--- src/rtl/exins_arbiter.sv ---
// Shares one single-ported instruction memory between core fetches and loader writes.
// Optional fetch/load watchdog with sticky bus_err: define EXINS_ARB_TIMEOUT_EN.
module exins_arbiter #(
    parameter int ADDR_W       = 10,
    parameter int MAX_LD_BURST = 4,
    parameter int TIMEOUT      = 64
) (
    input  logic              clk,
    input  logic              nrst,
    input  logic              exIns_ren,
    input  logic [31:0]       exIns_addr,
    output logic              exIns_valid,
    output logic [31:0]       exIns_in,
    input  logic              ld_req,
    input  logic [31:0]       ld_addr,
    input  logic [31:0]       ld_wdata,
    output logic              ld_gnt,
    output logic              mem_en,
    output logic              mem_we,
    output logic [ADDR_W-1:0] mem_addr,
    output logic [31:0]       mem_wdata,
    input  logic [31:0]       mem_rdata,
    input  logic              mem_ready,
    output logic              bus_err
);
    localparam logic [1:0] S_IDLE  = 2'd0;
    localparam logic [1:0] S_FETCH = 2'd1;
    localparam logic [1:0] S_LOAD  = 2'd2;
    localparam logic [31:0] NOP    = 32'h0000_0013;

    logic [1:0] state;
    logic [3:0] burst_cnt;
    logic       pick_ld, pick_fe, forced, done;

    logic unused_addr_bits;
    assign unused_addr_bits = ^{exIns_addr[31:ADDR_W+2], exIns_addr[1:0],
                                ld_addr[31:ADDR_W+2], ld_addr[1:0]};

    // Loader wins unless it has already taken MAX_LD_BURST grants over a waiting core.
    always_comb begin
        pick_ld = ld_req && (!exIns_ren || (burst_cnt < 4'(MAX_LD_BURST)));
        pick_fe = exIns_ren && !pick_ld;
    end

`ifdef EXINS_ARB_TIMEOUT_EN
    localparam int TW = $clog2(TIMEOUT + 1);
    logic [TW-1:0] tmo_cnt;

    assign forced = (state != S_IDLE) && !mem_ready && (tmo_cnt == TW'(TIMEOUT));

    // Cleared every IDLE cycle, so it reads 0 in the mem_en cycle.
    always_ff @(posedge clk or negedge nrst) begin
        if (!nrst) begin
            tmo_cnt <= '0;
            bus_err <= 1'b0;
        end else begin
            if (state == S_IDLE)
                tmo_cnt <= '0;
            else if (tmo_cnt != TW'(TIMEOUT))
                tmo_cnt <= tmo_cnt + 1'b1;
            if (forced)
                bus_err <= 1'b1;
        end
    end
`else
    localparam int unused_timeout = TIMEOUT;
    assign forced  = 1'b0;
    assign bus_err = 1'b0;
`endif

    assign done = (state != S_IDLE) && (mem_ready || forced);

    always_ff @(posedge clk or negedge nrst) begin
        if (!nrst) begin
            state       <= S_IDLE;
            burst_cnt   <= '0;
            exIns_valid <= 1'b0;
            exIns_in    <= '0;
            ld_gnt      <= 1'b0;
            mem_en      <= 1'b0;
            mem_we      <= 1'b0;
            mem_addr    <= '0;
            mem_wdata   <= '0;
        end else begin
            mem_en      <= 1'b0;
            exIns_valid <= 1'b0;
            ld_gnt      <= 1'b0;
            case (state)
                S_IDLE: begin
                    if (pick_ld) begin
                        state     <= S_LOAD;
                        mem_en    <= 1'b1;
                        mem_we    <= 1'b1;
                        mem_addr  <= ld_addr[ADDR_W+1:2];
                        mem_wdata <= ld_wdata;
                    end else if (pick_fe) begin
                        state     <= S_FETCH;
                        mem_en    <= 1'b1;
                        mem_we    <= 1'b0;
                        mem_addr  <= exIns_addr[ADDR_W+1:2];
                        mem_wdata <= '0;
                    end
                end
                S_FETCH: begin
                    if (done) begin
                        exIns_in    <= forced ? NOP : mem_rdata;
                        exIns_valid <= 1'b1;
                        burst_cnt   <= '0;
                        state       <= S_IDLE;
                    end
                end
                S_LOAD: begin
                    if (done) begin
                        ld_gnt <= 1'b1;
                        mem_we <= 1'b0;
                        state  <= S_IDLE;
                        if (!exIns_ren)
                            burst_cnt <= '0;
                        else if (burst_cnt != 4'hF)
                            burst_cnt <= burst_cnt + 4'd1;
                    end
                end
                default: state <= S_IDLE;
            endcase
        end
    end
endmodule

--- config.mk ---
export PLATFORM = sky130hd
export DESIGN_NAME = exins_arbiter
export DESIGN_NICKNAME = d
export VERILOG_FILES = /design/src/rtl/exins_arbiter.sv
export SDC_FILE = /design/constraint.sdc
export NUM_CORES = 1
export LEC_CHECK = 0
export CAP_MARGIN = 20
export CORE_MARGIN = 2
export CORE_UTILIZATION = 40
export CTS_CLUSTER_DIAMETER = 120
export DETAILED_ROUTE_END_ITERATION = 6
export GPL_ROUTABILITY_DRIVEN = 0
export GPL_TIMING_DRIVEN = 0
export HOLD_SLACK_MARGIN = 0.05
export PLACE_DENSITY = 0.86
export SKIP_LAST_GASP = 1
export SYNTH_ARGS = -nofsm -noshare
export SYNTH_HDL_FRONTEND = slang
export SYNTH_SLANG_ARGS = --single-unit
--- constraint.sdc ---
create_clock -name clk -period 2.6 [get_ports clk]
set_input_delay 0.26 -clock clk [delete_from_list [all_inputs] [get_ports clk]]
set_output_delay 0.26 -clock clk [all_outputs]
set_load 0.05 [all_outputs]
; Word level (Yosys, flattened, before mapping)
; Index checks and enable logic that the tools add are counted.
[classes]
n_addsub = 1
mul = 0
div_mod_pow = 0
order_cmp = 1
eq_ne = 8
shift = 0
mux = 23
n_bitwise = 0
reduce_logical = 17
[op_table]
columns = cell, count
row1 = $mux W32, 2
row2 = $mux W10, 2
row3 = $mux W4, 4
row4 = $mux W1, 9
row5 = $pmux W4 S2, 1
row6 = $reduce_bool A2 Y1, 4
row7 = $mux W2, 3
row8 = $ne A3 B3 Y1 const B, 2
row9 = $reduce_and A2 Y1, 3
row10 = $add A4 B1 Y4 const B, 1
row11 = $lt A4 B3 Y1 const B, 1
row12 = $ne A2 B2 Y1 const B, 2
row13 = $ne A4 B4 Y1 const B, 1
row14 = $pmux W2 S2, 1
row15 = $reduce_and A4 Y1, 1
row16 = $logic_and A1 B1 Y1, 3
row17 = $reduce_and A3 Y1, 1
row18 = $eq A2 B1 Y1 const B, 1
row19 = $eq A2 B2 Y1 const B, 1
row20 = $logic_not A1 Y1, 2
row21 = $logic_not A2 Y1, 1
row22 = $ne A2 B1 Y1 const B, 1
row23 = $pmux W1 S2, 1
row24 = $reduce_or A2 Y1, 1
row25 = $logic_or A1 B1 Y1, 1
[totals]
reg_bits = 84
latchBits = 0
ramBits = 0
mem_bits_ro = 0
out_inout_bits = 79
n_memories = 0

; Logic depth before layout (Yosys ltp)
; Gate-level depths: netlist of run 1.
[depth]
word_depth = 8
ltp_mapped = 8

; Worst setup path before layout of run 1
; OpenSTA, ideal clock, no wires.
[synth_timing]
kind = register to register
start = register state[0]
end = register exIns_in[24]
t_arrival_ps = 1391
path_slack_ps = 1082
stages_incl_launch_ff = 8
period_less_slack_ps = 1518
path_cell_list = dfrtp_1 inv_1 ha_1 buf_6 nor2b_4 nand2_4 buf_6 mux2_1
[synth_via]
elab_chain_cells = 3
[synth_rtl]
columns = item, line_no
row1 = from (decl), 31  ; logic [1:0] state;
row2 = from (signal assigned), 75  ; state <= S_IDLE;
row3 = from (signal assigned), 91  ; state <= S_LOAD;
row4 = from (signal assigned), 97  ; state <= S_FETCH;
row5 = $reduce_bool A2 Y1, 71  ; assign done = (state != S_IDLE) && (mem_ready || forced);
row6 = $logic_and A1 B1 Y1, 71
row7 = $reduce_and A2 Y1 (no source line) *, --
row8 = to (signal assigned), 106  ; exIns_in <= forced ? NOP : mem_rdata;
row9 = to (decl), 13  ; output logic [31:0] exIns_in,
; Every way passes the cells marked *; elsewhere a longest branch is shown, timed or not.
; A chain may end at the register's enable or synchronous reset.

; Final worst setup path of run 1
[layout_timing]
start = register mem_wdata[10]
end = output port mem_wdata[10]
[layout_rtl]
columns = item, line_no
row1 = from (decl), 21  ; output logic [31:0] mem_wdata,
row2 = from (signal assigned), 95  ; mem_wdata <= ld_wdata;
; No word-level cell between the ends.

==> results.json, run 1 <==
{
  "min_period_ps": 1808,
  "clkSinkCount": 84,
  "synth_edf_count": 0,
  "crit_path_end_kind": "output pin",
  "synthTopCellsByCount": "84 x dfrtp_1, 33 x a22o_1, 30 x mux2_2, 22 x nand2_1, 11 x o211ai_1",
  "port_buffers": 165,
  "h-tree-depth": 3,
  "synth_top_area_frac": 0.6170,
  "worst_slew_pin_slew_ps": 545.0,
  "die_w_um": 96.29,
  "fin_tns_setup_ps": 0,
  "finalHoldViolations": 0,
  "grt_max_degree": 69,
  "rows": 33,
  "worst_path_max_delay_cell": "clkdlybuf4s50_1",
  "cts_setup_buffers": 0,
  "start_kind": "register",
  "wl_mm": 8.391,
  "slew_violations": 0,
  "core_um2": 8217,
  "hold_path.class": "in2reg",
  "fin_nets": 566,
  "initial_utilization": 0.4146,
  "avgViaCountPerCell": 4.987,
  "critPathMaxFanout": 2,
  "holdPathStages": 3,
  "power_density_nw_per_um2": 1477,
  "setup-violations-final": 0,
  "fin_util": 0.6642,
  "synth_area_um2": 3407,
  "crit_type": "reg2out",
  "p_leak_nw": 2.378,
  "drive_gt1_frac": 0.1613,
  "dp_cells": 522,
  "worst_slack_ps": 792.3,
  "ys_ff_latch": 84,
  "grt_overflow_total": 0,
  "hpwl_mm": 6.255,
  "crit-reg2reg-launch": "state[0]",
  "fill_cells": 613,
  "async_flop_share": 1.000,
  "synth_cell_type_count": 35,
  "ff2ff_setup_slack_ps": 930,
  "layoutNonFillerInstCount": 539,
  "antenna_cells": 0,
  "yosysSeqAreaShare": 0.6170,
  "final_antenna_net_count": 0,
  "ys_top_cells_by_area": "dfrtp_1 62%, mux2_2 9.9%, a22o_1 8.5%",
  "worst-endpoint-required_ps": 2340,
  "outcome": "complete, no violations",
  "die_y_um": 96.29,
  "min-delay-start": "ld_req",
  "grt_pass1_wl_mm": 12.77,
  "holdPathEnd": "mem_we",
  "drt_pass1_iterations": 4,
  "rsz0062_at_grt": "no",
  "ys_warn_count": 0,
  "num_vias": 2688,
  "numCtsBuffers": 9,
  "ios": 212,
  "die_area_um2": 9272,
  "syn_area_per_cell_um2": 13.57,
  "cts-root-buf": "clkbuf_8",
  "pre_cts_ws_ps": 813.1,
  "antenna_found_initial": 0,
  "grt_pass1_vias": 2669,
  "yosysMostFrequentCell": "dfrtp_1",
  "synthFlopType": "dfrtp_1",
  "synth_top_cell_by_area": "dfrtp_1",
  "cp_top_family": "buffers and inverters",
  "drt-initial-drc-count": 128,
  "synth_cells": 251,
  "ir_drop_mv": 0.8067,
  "globalRouteTotalUtil": 0.1795,
  "cts_resized": 0,
  "critPathBufInv": 1,
  "r2r_cells": 7,
  "drc_errors": 0,
  "crit_path_cell_trace": "clkdlybuf4s50_1",
  "timing.final.crit_share": 0.6953,
  "cp_slowest_stage_delay_ps": 830,
  "clk_pin_slew_worst_paths_ps": 90,
  "arrival_ps": 1550,
  "clock-skew-final_ps": 8.009,
  "routedWlPerCell_um": 15.57,
  "clk_path_buf_depth": 2,
  "relSlewSlack": 0.6355,
  "power_w": 0.008060,
  "clk_latency_ps": 340,
  "synth_fp_nets": 388,
  "max_freq_mhz": 553.2,
  "cts_tree": "built",
  "max_cap_viol_count": 0,
  "syn_to_final_growth_pct": 60.19,
  "r2r-end": "exIns_in[25]"
}
area by class of cell:
| type | instances | area (um^2) | area share |
|---|---|---|---|
| tap | 105 | 131.4 | 0.02407 |
| buffer | 19 | 146.4 | 0.02682 |
| clock buffer | 10 | 137.6 | 0.02522 |
| inverter | 5 | 18.77 | 0.003439 |
| timing repair buffer | 167 | 1687 | 0.3090 |
| clock inverter | 6 | 95.09 | 0.01742 |
| multi-input combinational | 143 | 1140 | 0.2088 |
| sequential | 84 | 2102 | 0.3851 |
power breakdown:
group | internal [W] | total, W | switching (W)
clock network | 0.000578 | 0.00106 | 0.000482
registers | 0.00193 | 0.00226 | 0.000334
logic | 0.00173 | 0.00474 | 0.00301
flip-flops by register name, indices dropped and copies added, names as in the netlist:
name,cells
burst_cnt,4
exIns_in,32
exIns_valid,1
ld_gnt,1
mem_addr,10
mem_en,1
mem_wdata,32
mem_we,1
state,2
worst register-to-register path: cells and delay by family (launching register included):
family | cells | cell delay [ps]
DFF | 1 | 370
muxes | 1 | 310
adders and majority gates | 1 | 210
and+or+nand+nor | 2 | 290
buffers and inverters | 3 | 390
placed cells by master (no fill, tap or decap), types with 2 or more instances in the layout:
cell type and instances:
nand3_1 3, mux2_1 3, clkinv_4 2, bufinv_16 2, ha_1 4, o211ai_1 11
clkdlybuf4s50_1 164, o21ai_0 2, clkbuf_8 10, mux2_2 30, buf_4 3, nand4_1 10
inv_6 2, and2_1 2, dfrtp_1 84, nor2_1 2, clkbuf_1 3, a22o_1 33
o21ai_2 2, a21oi_1 3, buf_2 6, inv_1 5, nand2_1 22, buf_6 8
stage by stage:
stage	hold WS, ps	instance area, um^2
after floorplan	-35.59	3407
after global placement	473.2	5190
after detailed placement	151.7	5215
after CTS	282.7	5458
after global routing	314.7	5458
final	292.5	5458
logic make-up after synthesis:
group | count (synthesis) | synth area share
other cells | 1 | 0.001101
buf+inv | 24 | 0.04848
fa+ha+maj | 4 | 0.01469
simple gates | 48 | 0.07419
flops | 84 | 0.6170
compound gates | 57 | 0.1355
mux | 33 | 0.1091
worst max-delay path by stage:
stage	startpoint	to	slack [ps]	cells after the start
finish	mem_wdata[10]	mem_wdata[10]	790	1
global route	mem_wdata[26]	mem_wdata[26]	740	1
CTS	mem_wdata[26]	mem_wdata[26]	780	1
detailed placement	exIns_ren	mem_addr[3]	810	6
global placement	nrst	mem_wdata[20]	-1580	1
floorplan	state[0]	exIns_in[24]	1080	7
metal layers:
layer	track usage	routed length (um)
met5	0	0
met2	0.2876	3927
met1	0.2268	3516
met3	0.05873	823
met4	0.06690	125
repair_timing:
action                                  CTS  global route
endpoints found under the setup margin    0             0
endpoints found under the hold margin    16             0
hold buffers                              1             0
Power figures use the tool's default switching activity.
==> run 2, diff against run 1 <==
--- a/config.mk
+++ b/config.mk
@@ -7,13 +7,13 @@
 export LEC_CHECK = 0
 export CAP_MARGIN = 20
 export CORE_MARGIN = 2
-export CORE_UTILIZATION = 40
+export CORE_UTILIZATION = 37
 export CTS_CLUSTER_DIAMETER = 120
 export DETAILED_ROUTE_END_ITERATION = 6
 export GPL_ROUTABILITY_DRIVEN = 0
 export GPL_TIMING_DRIVEN = 0
 export HOLD_SLACK_MARGIN = 0.05
-export PLACE_DENSITY = 0.86
+export PLACE_DENSITY = 0.81
 export SKIP_LAST_GASP = 1
 export SYNTH_ARGS = -nofsm -noshare
 export SYNTH_HDL_FRONTEND = slang
==> constraint.sdc (replaced) <==
create_clock -name clk -period 1.7 [get_ports clk]
set_input_delay 0.17 -clock clk [delete_from_list [all_inputs] [get_ports clk]]
set_output_delay 0.17 -clock clk [all_outputs]
set_load 0.05 [all_outputs]
==> run 2 against run 1 <==
  * Wire length grew 11%
  * Largest power group unchanged
  * Utilization shrank 4.7 points
  * Worst setup slack lost 780 ps
==> results.json, run 2 (synthesized netlist as in run 1, its figures left out) <==
{
  "outcome": "complete, no violations",
  "pre_cts_ws_ps": 6.949,
  "wl_mm": 9.295,
  "cp_top_family": "buffers and inverters",
  "crit_path_end_kind": "output pin",
  "final_antenna_net_count": 0,
  "clk_latency_ps": 340,
  "grt_pass1_vias": 2805,
  "dpl_cell_area_um2": 5223,
  "ios": 212,
  "drc_errors": 0,
  "slew_violations": 0,
  "largestRegisters": "exIns_in (32), mem_wdata (32), mem_addr (10)",
  "syn_to_final_growth_pct": 64.30,
  "fill_cells": 738,
  "cts_tree": "built",
  "setup-violations-final": 0,
  "relSlewSlack": 0.6407,
  "finalHoldViolations": 0,
  "r2r_cells": 7,
  "clock-skew-final_ps": 13.34,
  "h-tree-depth": 3,
  "num_vias": 2792,
  "clk_pin_slew_worst_paths_ps": 80,
  "numCtsBuffers": 9,
  "rows": 35,
  "crit_cells": 1,
  "grt_max_degree": 67,
  "arrival_ps": 1520,
  "p_leak_nw": 3.003,
  "timing.final.crit_share": 0.9950,
  "drt-initial-drc-count": 81,
  "max_cap_viol_count": 0,
  "fin_nets": 571,
  "initial_utilization": 0.3758,
  "start_kind": "register",
  "layoutNonFillerInstCount": 550,
  "drive_gt1_frac": 0.1731,
  "die_area_um2": 9992,
  "globalRouteTotalUtil": 0.1779,
  "worst_path_max_delay_cell": "clkdlybuf4s50_1",
  "power_density_nw_per_um2": 2158,
  "final_common_cell": "clkdlybuf4s50_1",
  "rsz0062_at_grt": "yes",
  "port_buffers": 165,
  "critPathBufInv": 1,
  "fin_util": 0.6175,
  "worst_slack_ps": 8.547,
  "cts-root-buf": "clkbuf_8",
  "hold_path.class": "in2reg",
  "cp_slowest_stage_delay_ps": 810,
  "clockPowerShare": 0.132,
  "dp_cells": 528,
  "min_period_ps": 1691,
  "p_switching_w": 0.005846,
  "routedWlPerCell_um": 16.90,
  "pwr-share-seq": 0.283,
  "crit_type": "reg2out",
  "max_freq_mhz": 591.2,
  "die_w_um": 99.96,
  "clkSinkCount": 84,
  "combPwrFrac": 0.585,
  "avgViaCountPerCell": 5.076,
  "grt_pass1_wl_mm": 14.09,
  "core_um2": 9065,
  "ir_drop_mv": 0.7610,
  "final_cell_area_um2": 5598,
  "mostFrequentLayoutCells": "94 x clkdlybuf4s50_1, 84 x dfrtp_1, 44 x dlymetal6s2s_1",
  "crit_path_cell_trace": "clkdlybuf4s50_1",
  "hpwl_mm": 6.608,
  "grt_overflow_total": 0,
  "clk_path_buf_depth": 2,
  "p_int_w": 0.006233,
  "switching_share": 0.4840,
  "worst-endpoint-required_ps": 1530,
  "critPathMaxFanout": 2,
  "holdPathStages": 3,
  "antenna_cells": 0,
  "worst_slew_pin_slew_ps": 538.0,
  "drt_pass1_iterations": 4,
  "antenna_found_initial": 0,
  "die_y_um": 99.96
}
run 2: cell count changes in the layout (fill, tap and decap cells not counted), moves of 2 or more:
cell / delta
clkdlybuf4s50_1: -70
inv_6: -2
dlymetal6s2s_1: +44
dlygate4sd2_1: +26
buf_4: +4
run 2: power by group through the flow:
stage                     clock [W]  sequential, W  combinational (W)
final                       0.00159        0.00342            0.00707
after global routing        0.00174        0.00353            0.00737
after CTS                   0.00164        0.00343            0.00712
after detailed placement          0        0.00348            0.00731
after global placement            0        0.00343            0.00721
after floorplan                   0        0.00665            0.00158
run 2: metrics by stage:
| stage | power [W] | TNS, ps | hold slack, ps |
|---|---|---|---|
| 2_1_floorplan | 0.008230 | 0 | -125.6 |
| 3_3_place_gp | 0.01064 | -208580 | 472.9 |
| 3_5_place_dp | 0.01079 | 0 | 72.66 |
| 4_1_cts | 0.01218 | 0 | 194.2 |
| 5_1_grt | 0.01264 | -61.03 | 233.0 |
| 6_report | 0.01208 | 0 | 217.4 |
run 2: final cells by class:
| class | count | area, um^2 | area share |
|---|---|---|---|
| timing repair buffer | 172 | 1819 | 0.3250 |
| inverter | 5 | 18.77 | 0.003353 |
| sequential | 84 | 2102 | 0.3755 |
| clock inverter | 5 | 85.08 | 0.01520 |
| tap | 111 | 138.9 | 0.02481 |
| multi-input combinational | 143 | 1142 | 0.2041 |
| clock buffer | 11 | 141.4 | 0.02526 |
| buffer | 19 | 150.1 | 0.02682 |
run 2: path summary, 6_finish.rpt:
check                               endpoint  slack (ps)         start
worst max-delay path             mem_addr[7]           9   mem_addr[7]
worst min-delay path                  mem_we         220        ld_req
worst max register to register  exIns_in[10]          50      state[1]
worst min register to register  exIns_in[26]         500  exIns_in[26]
max in group asynchronous           state[0]         840          nrst
min in group asynchronous        mem_addr[2]         240          nrst
run 2: routing by layer:
| layer | track usage | vias up | share of wire |
|---|---|---|---|
| met5 | 0 | - | 0 |
| li1 | - | 1284 | - |
| met2 | 0.3020 | 114 | 0.51 |
| met1 | 0.2224 | 1373 | 0.41 |
| met4 | 0.07165 | 0 | 0.025 |
| met3 | 0.03760 | 21 | 0.056 |
run 2: timing repair:
item,in CTS,in global routing
resized for setup,26,47
pin swaps,0,0
setup buffers,0,4
gates cloned,0,1
hold buffers,1,0
hold endpoints to repair,19,0
setup endpoints to repair,26,50
==> run 3, diff against run 2 <==
--- a/config.mk
+++ b/config.mk
@@ -15,6 +15,7 @@
 export HOLD_SLACK_MARGIN = 0.05
 export PLACE_DENSITY = 0.81
 export SKIP_LAST_GASP = 1
+export SLEW_MARGIN = 10
 export SYNTH_ARGS = -nofsm -noshare
 export SYNTH_HDL_FRONTEND = slang
 export SYNTH_SLANG_ARGS = --single-unit
==> results of run 3 <==
Same layout as run 2: the final DEF is identical, and so are final timing and power.
